$ cat config.mk
export PLATFORM = sky130hd
export DESIGN_NAME = mprj_wb_bridge
export DESIGN_NICKNAME = d
export VERILOG_FILES = /design/src/rtl/mprj_wb_pkg.sv /design/src/rtl/mprj_wb_timeout.sv /design/src/rtl/mprj_wb_bridge.sv
export SDC_FILE = /design/constraint.sdc
export NUM_CORES = 1
export LEC_CHECK = 0
export BUFFER_PORTS_ARGS = -buffer_cell sky130_fd_sc_hd__buf_4
export CAP_MARGIN = 20
export CORE_MARGIN = 5
export CORE_UTILIZATION = 40
export CTS_BUF_LIST = sky130_fd_sc_hd__clkbuf_4
export CTS_CLUSTER_DIAMETER = 40
export DETAILED_ROUTE_END_ITERATION = 10
export PLACE_DENSITY = 0.79
export SETUP_SLACK_MARGIN = 0.3
export SYNTH_ARGS = -nofsm -noshare
export SYNTH_HDL_FRONTEND = slang
export SYNTH_SLANG_ARGS = --single-unit
export TNS_END_PERCENT = 1
$ cat constraint.sdc
create_clock -name core_clk -period 3.91 [get_ports core_clk]
set_input_delay 0.5865 -clock core_clk [delete_from_list [all_inputs] [get_ports core_clk]]
set_output_delay 0.5865 -clock core_clk [all_outputs]
set_load 0.01 [all_outputs]
$ cat src/rtl/mprj_wb_pkg.sv
// Shared types and defaults for the user-project Wishbone bridge.
package mprj_wb_pkg;

    typedef enum logic [1:0] {
        IDLE,
        REQ,
        RESP
    } state_e;

    localparam logic [31:0] DEF_WIN_BASE = 32'h3000_0000;
    localparam logic [31:0] DEF_WIN_MASK = 32'hF000_0000;
    localparam logic [31:0] DEF_TO_DATA  = 32'hDEAD_BEEF;

    // Ceiling log2, usable in parameter expressions.
    function automatic int clog2(input int v);
        int r;
        r = 0;
        while ((1 << r) < v) r++;
        return r;
    endfunction

endpackage

$ cat src/rtl/mprj_wb_timeout.sv
// Ack-wait counter: cleared while idle, counts while enabled, saturates at
// TIMEOUT and flags expiry when it gets there.
module mprj_wb_timeout
    import mprj_wb_pkg::*;
#(
    parameter int TIMEOUT = 255
) (
    input  logic clk,
    input  logic rst_n,
    input  logic clr,
    input  logic en,
    output logic expire
);

    localparam int CW = (clog2(TIMEOUT + 1) < 1) ? 1 : clog2(TIMEOUT + 1);
    localparam logic [CW-1:0] TMAX = CW'(TIMEOUT);

    logic [CW-1:0] cnt;

    // Clear has priority; otherwise count up while enabled, holding at TMAX.
    always_ff @(posedge clk or negedge rst_n) begin
        if (!rst_n) begin
            cnt <= '0;
        end else if (clr) begin
            cnt <= '0;
        end else if (en && (cnt != TMAX)) begin
            cnt <= cnt + 1'b1;
        end
    end

    assign expire = (cnt == TMAX);

endmodule

$ cat src/rtl/mprj_wb_bridge.sv
// Splits one upstream Wishbone-classic window into NCH user-project channels
// with registered downstream requests, an ack timeout and sticky timeout status.
module mprj_wb_bridge
    import mprj_wb_pkg::*;
#(
    parameter int             NCH      = 2,
    parameter int             DW       = 32,
    parameter int             AW       = 32,
    parameter logic [AW-1:0]  WIN_BASE = AW'(DEF_WIN_BASE),
    parameter logic [AW-1:0]  WIN_MASK = AW'(DEF_WIN_MASK),
    parameter int             SEL_LSB  = 24,
    parameter int             TIMEOUT  = 255,
    parameter int             TO_ERR   = 0,
    parameter logic [DW-1:0]  TO_DATA  = DW'(DEF_TO_DATA)
) (
    input  logic                core_clk,
    input  logic                core_rstn,
    input  logic                bridge_en,
    input  logic                wbs_cyc_i,
    input  logic                wbs_stb_i,
    input  logic                wbs_we_i,
    input  logic [DW/8-1:0]     wbs_sel_i,
    input  logic [AW-1:0]       wbs_adr_i,
    input  logic [DW-1:0]       wbs_dat_i,
    output logic                wbs_ack_o,
    output logic                wbs_err_o,
    output logic [DW-1:0]       wbs_dat_o,
    output logic                mprj_wb_iena,
    output logic [NCH-1:0]      mprj_cyc_o,
    output logic [NCH-1:0]      mprj_stb_o,
    output logic                mprj_we_o,
    output logic [DW/8-1:0]     mprj_sel_o,
    output logic [AW-1:0]       mprj_adr_o,
    output logic [DW-1:0]       mprj_dat_o,
    input  logic [NCH-1:0]      mprj_ack_i,
    input  logic [NCH*DW-1:0]   mprj_dat_i,
    input  logic                to_clr,
    output logic                to_flag,
    output logic [2:0]          to_ch
);

    localparam int              CHW      = (NCH > 1) ? clog2(NCH) : 1;
    localparam logic [CHW:0]    NCH_V    = (CHW + 1)'(NCH);
    // Completion used for both a timeout and an out-of-range channel index.
    localparam logic            TO_ACK   = (TO_ERR == 0);
    localparam logic [DW-1:0]   TO_RDATA = (TO_ERR == 0) ? TO_DATA : '0;

    state_e          state;
    logic [CHW-1:0]  ch_idx;
    logic [CHW-1:0]  ch_q;
    logic [NCH-1:0]  ch_onehot;
    logic            hit;
    logic            idx_ok;
    logic            ack_sel;
    logic [DW-1:0]   dat_sel;
    logic            expire;

    assign hit    = bridge_en & wbs_cyc_i & wbs_stb_i &
                    ((wbs_adr_i & WIN_MASK) == WIN_BASE);
    assign ch_idx = wbs_adr_i[SEL_LSB +: CHW];
    assign idx_ok = ({1'b0, ch_idx} < NCH_V);

    // Decode the requested channel and mux the return path of the latched one.
    always_comb begin
        ch_onehot = '0;
        ack_sel   = 1'b0;
        dat_sel   = '0;
        for (int c = 0; c < NCH; c++) begin
            ch_onehot[c] = (ch_idx == CHW'(c));
            if (ch_q == CHW'(c)) begin
                ack_sel = mprj_ack_i[c];
                dat_sel = mprj_dat_i[c*DW +: DW];
            end
        end
    end

    mprj_wb_timeout #(
        .TIMEOUT (TIMEOUT)
    ) u_timeout (
        .clk    (core_clk),
        .rst_n  (core_rstn),
        .clr    (state != REQ),
        .en     (state == REQ),
        .expire (expire)
    );

    // Transaction FSM with all upstream/downstream outputs registered.
    always_ff @(posedge core_clk or negedge core_rstn) begin
        if (!core_rstn) begin
            state      <= IDLE;
            ch_q       <= '0;
            wbs_ack_o  <= 1'b0;
            wbs_err_o  <= 1'b0;
            wbs_dat_o  <= '0;
            mprj_cyc_o <= '0;
            mprj_stb_o <= '0;
            mprj_we_o  <= 1'b0;
            mprj_sel_o <= '0;
            mprj_adr_o <= '0;
            mprj_dat_o <= '0;
            to_flag    <= 1'b0;
            to_ch      <= '0;
        end else begin
            wbs_ack_o <= 1'b0;
            wbs_err_o <= 1'b0;
            // A timeout set later in this block overrides the clear.
            if (to_clr) to_flag <= 1'b0;
            case (state)
                IDLE: begin
                    if (hit && idx_ok) begin
                        ch_q       <= ch_idx;
                        mprj_cyc_o <= ch_onehot;
                        mprj_stb_o <= ch_onehot;
                        mprj_we_o  <= wbs_we_i;
                        mprj_sel_o <= wbs_sel_i;
                        mprj_adr_o <= wbs_adr_i;
                        mprj_dat_o <= wbs_dat_i;
                        state      <= REQ;
                    end else if (hit) begin
                        wbs_ack_o <= TO_ACK;
                        wbs_err_o <= !TO_ACK;
                        wbs_dat_o <= TO_RDATA;
                        state     <= RESP;
                    end
                end
                REQ: begin
                    if (!wbs_cyc_i) begin
                        mprj_cyc_o <= '0;
                        mprj_stb_o <= '0;
                        state      <= IDLE;
                    end else if (ack_sel) begin
                        mprj_cyc_o <= '0;
                        mprj_stb_o <= '0;
                        wbs_ack_o  <= 1'b1;
                        wbs_dat_o  <= dat_sel;
                        state      <= RESP;
                    end else if (expire) begin
                        mprj_cyc_o <= '0;
                        mprj_stb_o <= '0;
                        wbs_ack_o  <= TO_ACK;
                        wbs_err_o  <= !TO_ACK;
                        wbs_dat_o  <= TO_RDATA;
                        to_flag    <= 1'b1;
                        to_ch      <= 3'(ch_q);
                        state      <= RESP;
                    end
                end
                RESP: begin
                    wbs_dat_o <= '0;
                    state     <= IDLE;
                end
                default: state <= IDLE;
            endcase
        end
    end

    // Return-path enable seen by the user side lags bridge_en by one cycle.
    always_ff @(posedge core_clk or negedge core_rstn) begin
        if (!core_rstn) begin
            mprj_wb_iena <= 1'b0;
        end else begin
            mprj_wb_iena <= bridge_en;
        end
    end

endmodule

==> run metrics, run 1 <==
Leak 3.73 nW; hold depth 1; Synth Flop Type dfrtp_1; Mapped Avg Cell Area 14.6 µm²; Worst EP required 4.30 ns; PortBufs between 200 and 250; routability congestion estimate between 0.7 and 0.8; wire per inst ~17 µm; Layout Cell Area excl Fill a little over 7000 µm²; critical-path cell list or3b_1 > nor4_4 > buf_4 > mux2_2; Clock Sinks approximately 120; Slowest cell on crit path buf_4; number of synthesized flops with an enable pin 0; Worst-path clk slew around 0.11 ns; DIE AREA 14500 µm²; initial antenna violation count 0; Worst Setup Start Kind register; pre-CTS WS between 1 and 1.5 ns; PwrDens 401 nW/µm²; Setup Buffers After CTS 0; setup slack, reg-to-reg ~1.6 ns; register area share after synthesis 59.9%; # DRC 0; HP Start bridge_en; CTS Buf Count 17; Synth cell types 38; Multi-input gate area around 1800 µm²; Largest stage delay, worst path 0.67 ns; CTS tree yes; dpl cells 711; Hold Slack about 0.18 ns; final period utilization 58.0%; Period minus WS final 2.27 ns; num ports approximately 250; post-route ant nets 0; HP Class in -> reg; vias in the first global route a little under 4000; Fill cells slightly below 1000; clk_lat worst skew around 0.51 ns; Clock Tree Buf Depth 2; Crit Path Category reg -> reg; final wirelength approximately 13 mm; Synth area leader dfrtp_1; gr usage total roughly 18%; Final Power between 2 and 3 mW; Hold Fails Final Rpt 0; row count 40; Yosys top cell area share approximately three fifths; final core utilization 59.2%; post_cts resized 0; Final setup violation count 0; Post-CTS Hold Fix Bufs 0; f_max about 440 MHz; reg2reg end mprj_adr_o[3]$_DFFE_PN0P_; drt first pass iters 4; worst slew pin tran around 0.86 ns; Async S/R FF share, synth 100%; pin count of the biggest net entering global routing 88; flops & latches, synth ~120; Syn Inst Count ~340; CP endpoint kind register; status finished clean; initial core utilization 40.7%; crit path max fanout 66; DP HPWL just under 10 mm; Post-Syn Area around 4900 µm²; Slew Limit Fails 0; share of cells above drive strength 1 a little under two thirds; Worst Hold End mprj_wb_iena$_DFF_PN0_; RSZ-0062 raised after global routing false; worst r2r path cells 4; Slew headroom 42.8%; Final #Nets between 700 and 800; YS warnings 0; Die W approximately 120 µm; register area 2930 µm²; Vias about 3800; Worst VDD drop about 200 µV; Post-Route Setup TNS 0 ns; Layout area overhead 45.6%; Final Non-Filler Cells about 750; Core ar. ~12000 µm²; reg-to-reg critical path startpoint state[0]$_DFFE_PN0P_; Die Span Y 121 µm; worst path arrival time between 2 and 3 ns; clock root buffer clkbuf_4; DRT iter0 DRCs slightly below 200; Synth area leaders dfrtp_1, mux2_2, a221o_1; Worst Skew 0.0123 ns; H-tree levels 4; crit path launch state[0]$_DFFE_PN0P_; Post-DP Area about 6800 µm²; first-pass GRT wire length between 20 and 25 mm; Overflow after GRT 0; setup slack after layout about 1.6 ns; ANT cells 0; via/cell ratio around 5.1; max-cap violations 0
## synthesized netlist by cell type, drive strengths merged (2+ instances only)
cell       n
inv        3
buf       23
nand3      2
and2       3
mux2i      9
a211oi     2
nand2      9
xnor2      2
nor2       7
dfrtp    117
clkbuf     4
mux2      89
nand4      3
a21oi      3
o22ai      2
a221o     24
a31oi      5
nand2b     2
o21ai      5
o2bb2ai    8
## critical path, delay by kind of cell, from the launching register on
kind                   cells  cell delay, ns
flip-flops                 1            0.43
AND/OR/NAND/NOR            2            0.56
buffers and inverters      1            0.67
multiplexers               1            0.42
## metal layers
metal / global-route usage (%) / wire length [µm] / part of all wire (%)
met1: 19.6 / 4880 / 38
met2: 31.5 / 7000 / 54
met3: 5.19 / 874 / 6.7
met4: 7.01 / 220 / 1.7
met5: 0 / 0 / 0
## report_power, final
group	total, mW	switching [mW]	internal, mW	leakage (nW)
clock	0.826	0.436	0.390	0.156
sequential	1.40	0.0670	1.33	1.57
combinational	0.630	0.247	0.382	2.00
total	2.85	0.751	2.10	3.73
## layout make-up
type | instances | area share (%)
inverters | 3 | 0.158
repair buffers | 256 | 27.3
clock inverters | 12 | 1.58
multi-input cells | 190 | 25.0
flip-flops and latches | 117 | 41.2
well taps | 147 | 2.59
clock buffers | 20 | 2.11
## how the worst max path moves through the flow
stage	to	slack, ns	cells after the start
6_report	mprj_adr_o[3]$_DFFE_PN0P_	1.64	4
5_1_grt	mprj_dat_o[28]$_DFFE_PN0P_	1.54	4
4_1_cts	mprj_adr_o[3]$_DFFE_PN0P_	1.65	4
3_5_place_dp	mprj_dat_o[28]$_DFFE_PN0P_	1.42	5
3_3_place_gp	mprj_adr_o[1]$_DFFE_PN0P_	1.45	5
2_1_floorplan	mprj_adr_o[0]$_DFFE_PN0P_	1.91	5
## logic make-up after synthesis
logic type,count (synthesis),synth area share [%]
buffers and inverters,30,3.94
AOI/OAI and AO/OA,51,8.99
adders and majority gates,1,0.256
DFF,117,59.9
other,1,0.0768
xor gates and xnor gates,3,0.538
and+or+nand+nor,34,3.82
muxes,98,22.4
## sequential cells by signal, indices dropped and copies added (netlist names)
signal         count
mprj_adr_o        32
mprj_dat_o        32
mprj_sel_o         4
mprj_stb_o         2
mprj_wb_iena       1
mprj_we_o          1
state              2
to_ch              1
to_flag            1
u_timeout.cnt      8
wbs_ack_o          1
wbs_dat_o         32
## layout by cell type, fill, tap and decap left out, types with 2 or more instances in the layout
cell / n
a211oi_1: 2
o21ai_0: 5
a21oi_1: 3
nor2_1: 7
nand2_1: 8
o2bb2ai_1: 8
mux2_2: 89
inv_1: 3
conb_1: 3
and2_1: 3
clkinv_2: 9
nand4_1: 3
dfrtp_1: 117
bufinv_16: 2
buf_4: 254
mux2i_1: 8
a31oi_1: 5
xnor2_1: 2
nand3_1: 2
clkbuf_4: 20
nand2b_1: 2
o22ai_1: 2
a221o_1: 24
Note: power is estimated with default switching activity, not from simulation.
==> run 2: changes to the inputs <==
Clock period 3.91 ns to 2.35 ns, I/O delays scaled along.
==> run 2 against run 1 <==
Via count increased by 2.0%. Critical endpoint is now mprj_dat_o[26]$_DFFE_PN0P_. First-iteration DRC count decreased by 4.1%. Power increased by 65%. Flip-flop and latch count unchanged. Clock power increased by 59%. Sequential power increased by 66%. Critical path depth increased by 1. Fmax increased by 11%. Design area increased by 2.9%. Largest cell class unchanged. Non-clock buffer count increased by 16. Register-to-register slack got worse by 1.3 ns. Combinational power increased by 68%.
==> run metrics, run 2 (synthesized netlist as in run 1, its figures left out) <==
commonest non-fill, non-tap cell in the layout buf_4 (unchanged); CP endpoint kind register (unchanged); Worst Setup Start Kind register (unchanged); initial antenna violation count 0 (unchanged); Worst EP required 2.75 ns (was 4.30 ns); CTS Buf Count 17 (unchanged); Hold Slack 0.0527 ns (was 0.178 ns); routability congestion estimate 0.746 (was 0.738); ANT cells 0 (unchanged); dpl cells 712 (was 711); Die Span Y 121 µm (unchanged); Post-Route Setup TNS 0 ns (unchanged); first-pass GRT wire length 20.4 mm (was 20.0 mm); PwrDens 642 nW/µm² (was 401 nW/µm²); Post-DP Area 6840 µm² (was 6810 µm²); Slew headroom 56.5% (was 42.8%); DIE AREA 14500 µm² (unchanged); share of cells above drive strength 1 61.9% (was 63.5%); clk_lat worst skew 0.53 ns (was 0.51 ns); crit path max fanout 17 (was 66); Final Non-Filler Cells 759 (was 745); Worst Skew 0.0149 ns (was 0.0123 ns); Crit Path Category reg -> reg (unchanged); Final setup violation count 0 (unchanged); Die W 121 µm (unchanged); worst slew pin tran 0.653 ns (was 0.858 ns); Clock Sinks 117 (unchanged); f_max 490 MHz (was 441 MHz); RSZ-0062 raised after global routing true (was false); Hold Fails Final Rpt 0 (unchanged); max-cap violations 0 (unchanged); Period minus WS final 2.04 ns (was 2.27 ns); Core ar. 12000 µm² (unchanged); H-tree levels 4 (unchanged); Final #Nets 744 (was 727); Clock Tree Buf Depth 2 (unchanged); worst path arrival time 2.44 ns (was 2.66 ns); # DRC 0 (unchanged); PortBufs 249 (unchanged); final period utilization 86.8% (was 58.0%); wire per inst 18.0 µm (was 17.4 µm); DRT iter0 DRCs 185 (was 193); Overflow after GRT 0 (unchanged); final wirelength 13.7 mm (was 13.0 mm); CTS tree yes (unchanged); Slew Limit Fails 0 (unchanged); row count 40 (unchanged); Worst VDD drop 296 µV (was 204 µV); gr usage total 17.9% (was 17.6%); commonest non-fill, non-tap cells in the layout buf_4, dfrtp_1, mux2_2 (unchanged); Leak 3.82 nW (was 3.73 nW); DP HPWL 9.72 mm (was 9.62 mm); clock root buffer clkbuf_4 (unchanged); HP Class in -> reg (unchanged); vias in the first global route 4054 (was 3918); initial core utilization 40.7% (unchanged); status finished clean (unchanged); post-route ant nets 0 (unchanged); num ports 253 (unchanged); Vias 3863 (was 3787); biggest regs mprj_adr_o: 32 flops, mprj_dat_o: 32 flops, wbs_dat_o: 32 flops (unchanged); Layout Cell Area excl Fill 7320 µm² (was 7110 µm²); Worst-path clk slew 0.10 ns (was 0.11 ns); drt first pass iters 4 (unchanged); Layout area overhead 49.8% (was 45.6%); pin count of the biggest net entering global routing 66 (was 88); via/cell ratio 5.09 (was 5.08)
-- run 2: cell count changes in the layout (fill, tap and decap cells not counted), moves of 2 or more --
| cell | previous run | this run |
|---|---|---|
| dlygate4sd3_1 | 1 | 12 |
| clkbuf_16 | 0 | 2 |
| clkinv_1 | 0 | 5 |
| buf_6 | 0 | 2 |
| buf_12 | 0 | 2 |
| clkinv_2 | 9 | 2 |
-- run 2: stage by stage --
| step | total power [mW] | util [%] | setup slack, ns |
|---|---|---|---|
| after floorplan | 2.80 | - | 0.525 |
| after global placement | 3.39 | 57.0 | 0.403 |
| after detailed placement | 3.43 | 57.0 | 0.352 |
| after CTS | 4.77 | 59.8 | 0.355 |
| after global routing | 4.95 | 60.9 | 0.244 |
| final | 4.70 | 60.9 | 0.309 |
-- run 2: final cells by class --
cell class,count,area [µm²]
Fill cell,982,4700
Sequential cell,117,2930
Multi-Input combinational cell,191,1810
Timing Repair Buffer,272,2150
Inverter,3,11.3
Clock buffer,20,150
Clock inverter,9,88.8
Tap cell,147,184
-- run 2: metal layers --
| metal | track usage (%) | up-vias | wire [µm] |
|---|---|---|---|
| met2 | 31.5 | 154 | 7270 |
| li1 | - | 1780 | - |
| met1 | 19.5 | 1903 | 5030 |
| met5 | 0 | - | 0 |
| met3 | 6.03 | 26 | 1060 |
| met4 | 7.86 | 0 | 332 |
-- run 2: worst paths after layout --
| check | start | endpoint | slack (ns) | depth (start not counted) |
|---|---|---|---|---|
| min reg2reg | mprj_adr_o[29]$_DFFE_PN0P_ | mprj_adr_o[29]$_DFFE_PN0P_ | 0.47 | 1 |
| min in group asynchronous | core_rstn | wbs_dat_o[31]$_DFFE_PN0P_ | 0.39 | 2 |
| min | wbs_dat_i[4] | mprj_dat_o[4]$_DFFE_PN0P_ | 0.05 | 2 |
| max in group asynchronous | core_rstn | mprj_dat_o[30]$_DFFE_PN0P_ | 1.19 | 3 |
| max | state[1]$_DFFE_PN0P_ | mprj_dat_o[26]$_DFFE_PN0P_ | 0.31 | 5 |
| max reg2reg | state[1]$_DFFE_PN0P_ | mprj_dat_o[26]$_DFFE_PN0P_ | 0.31 | 5 |
-- run 2: timing repair --
item,4_1_cts,5_1_grt
buffers inserted,0,2
hold endpoints to repair,56,2
setup endpoints to repair,0,35
gates resized for setup,0,10
hold buffers,10,2
-- run 2: power by group --
group	switching, mW	leakage [nW]	internal, mW
combinational	0.414	2.11	0.648
sequential	0.112	1.57	2.21
clock	0.685	0.136	0.628
total	1.21	3.82	3.49
-- run 2: critical path: stages, from the launching register on --
cell and delay, ns:
dfrtp_1 0.42, or3b_1 0.44, nor4_4 0.33, buf_6 0.19
clkbuf_16 0.20, mux2_2 0.34
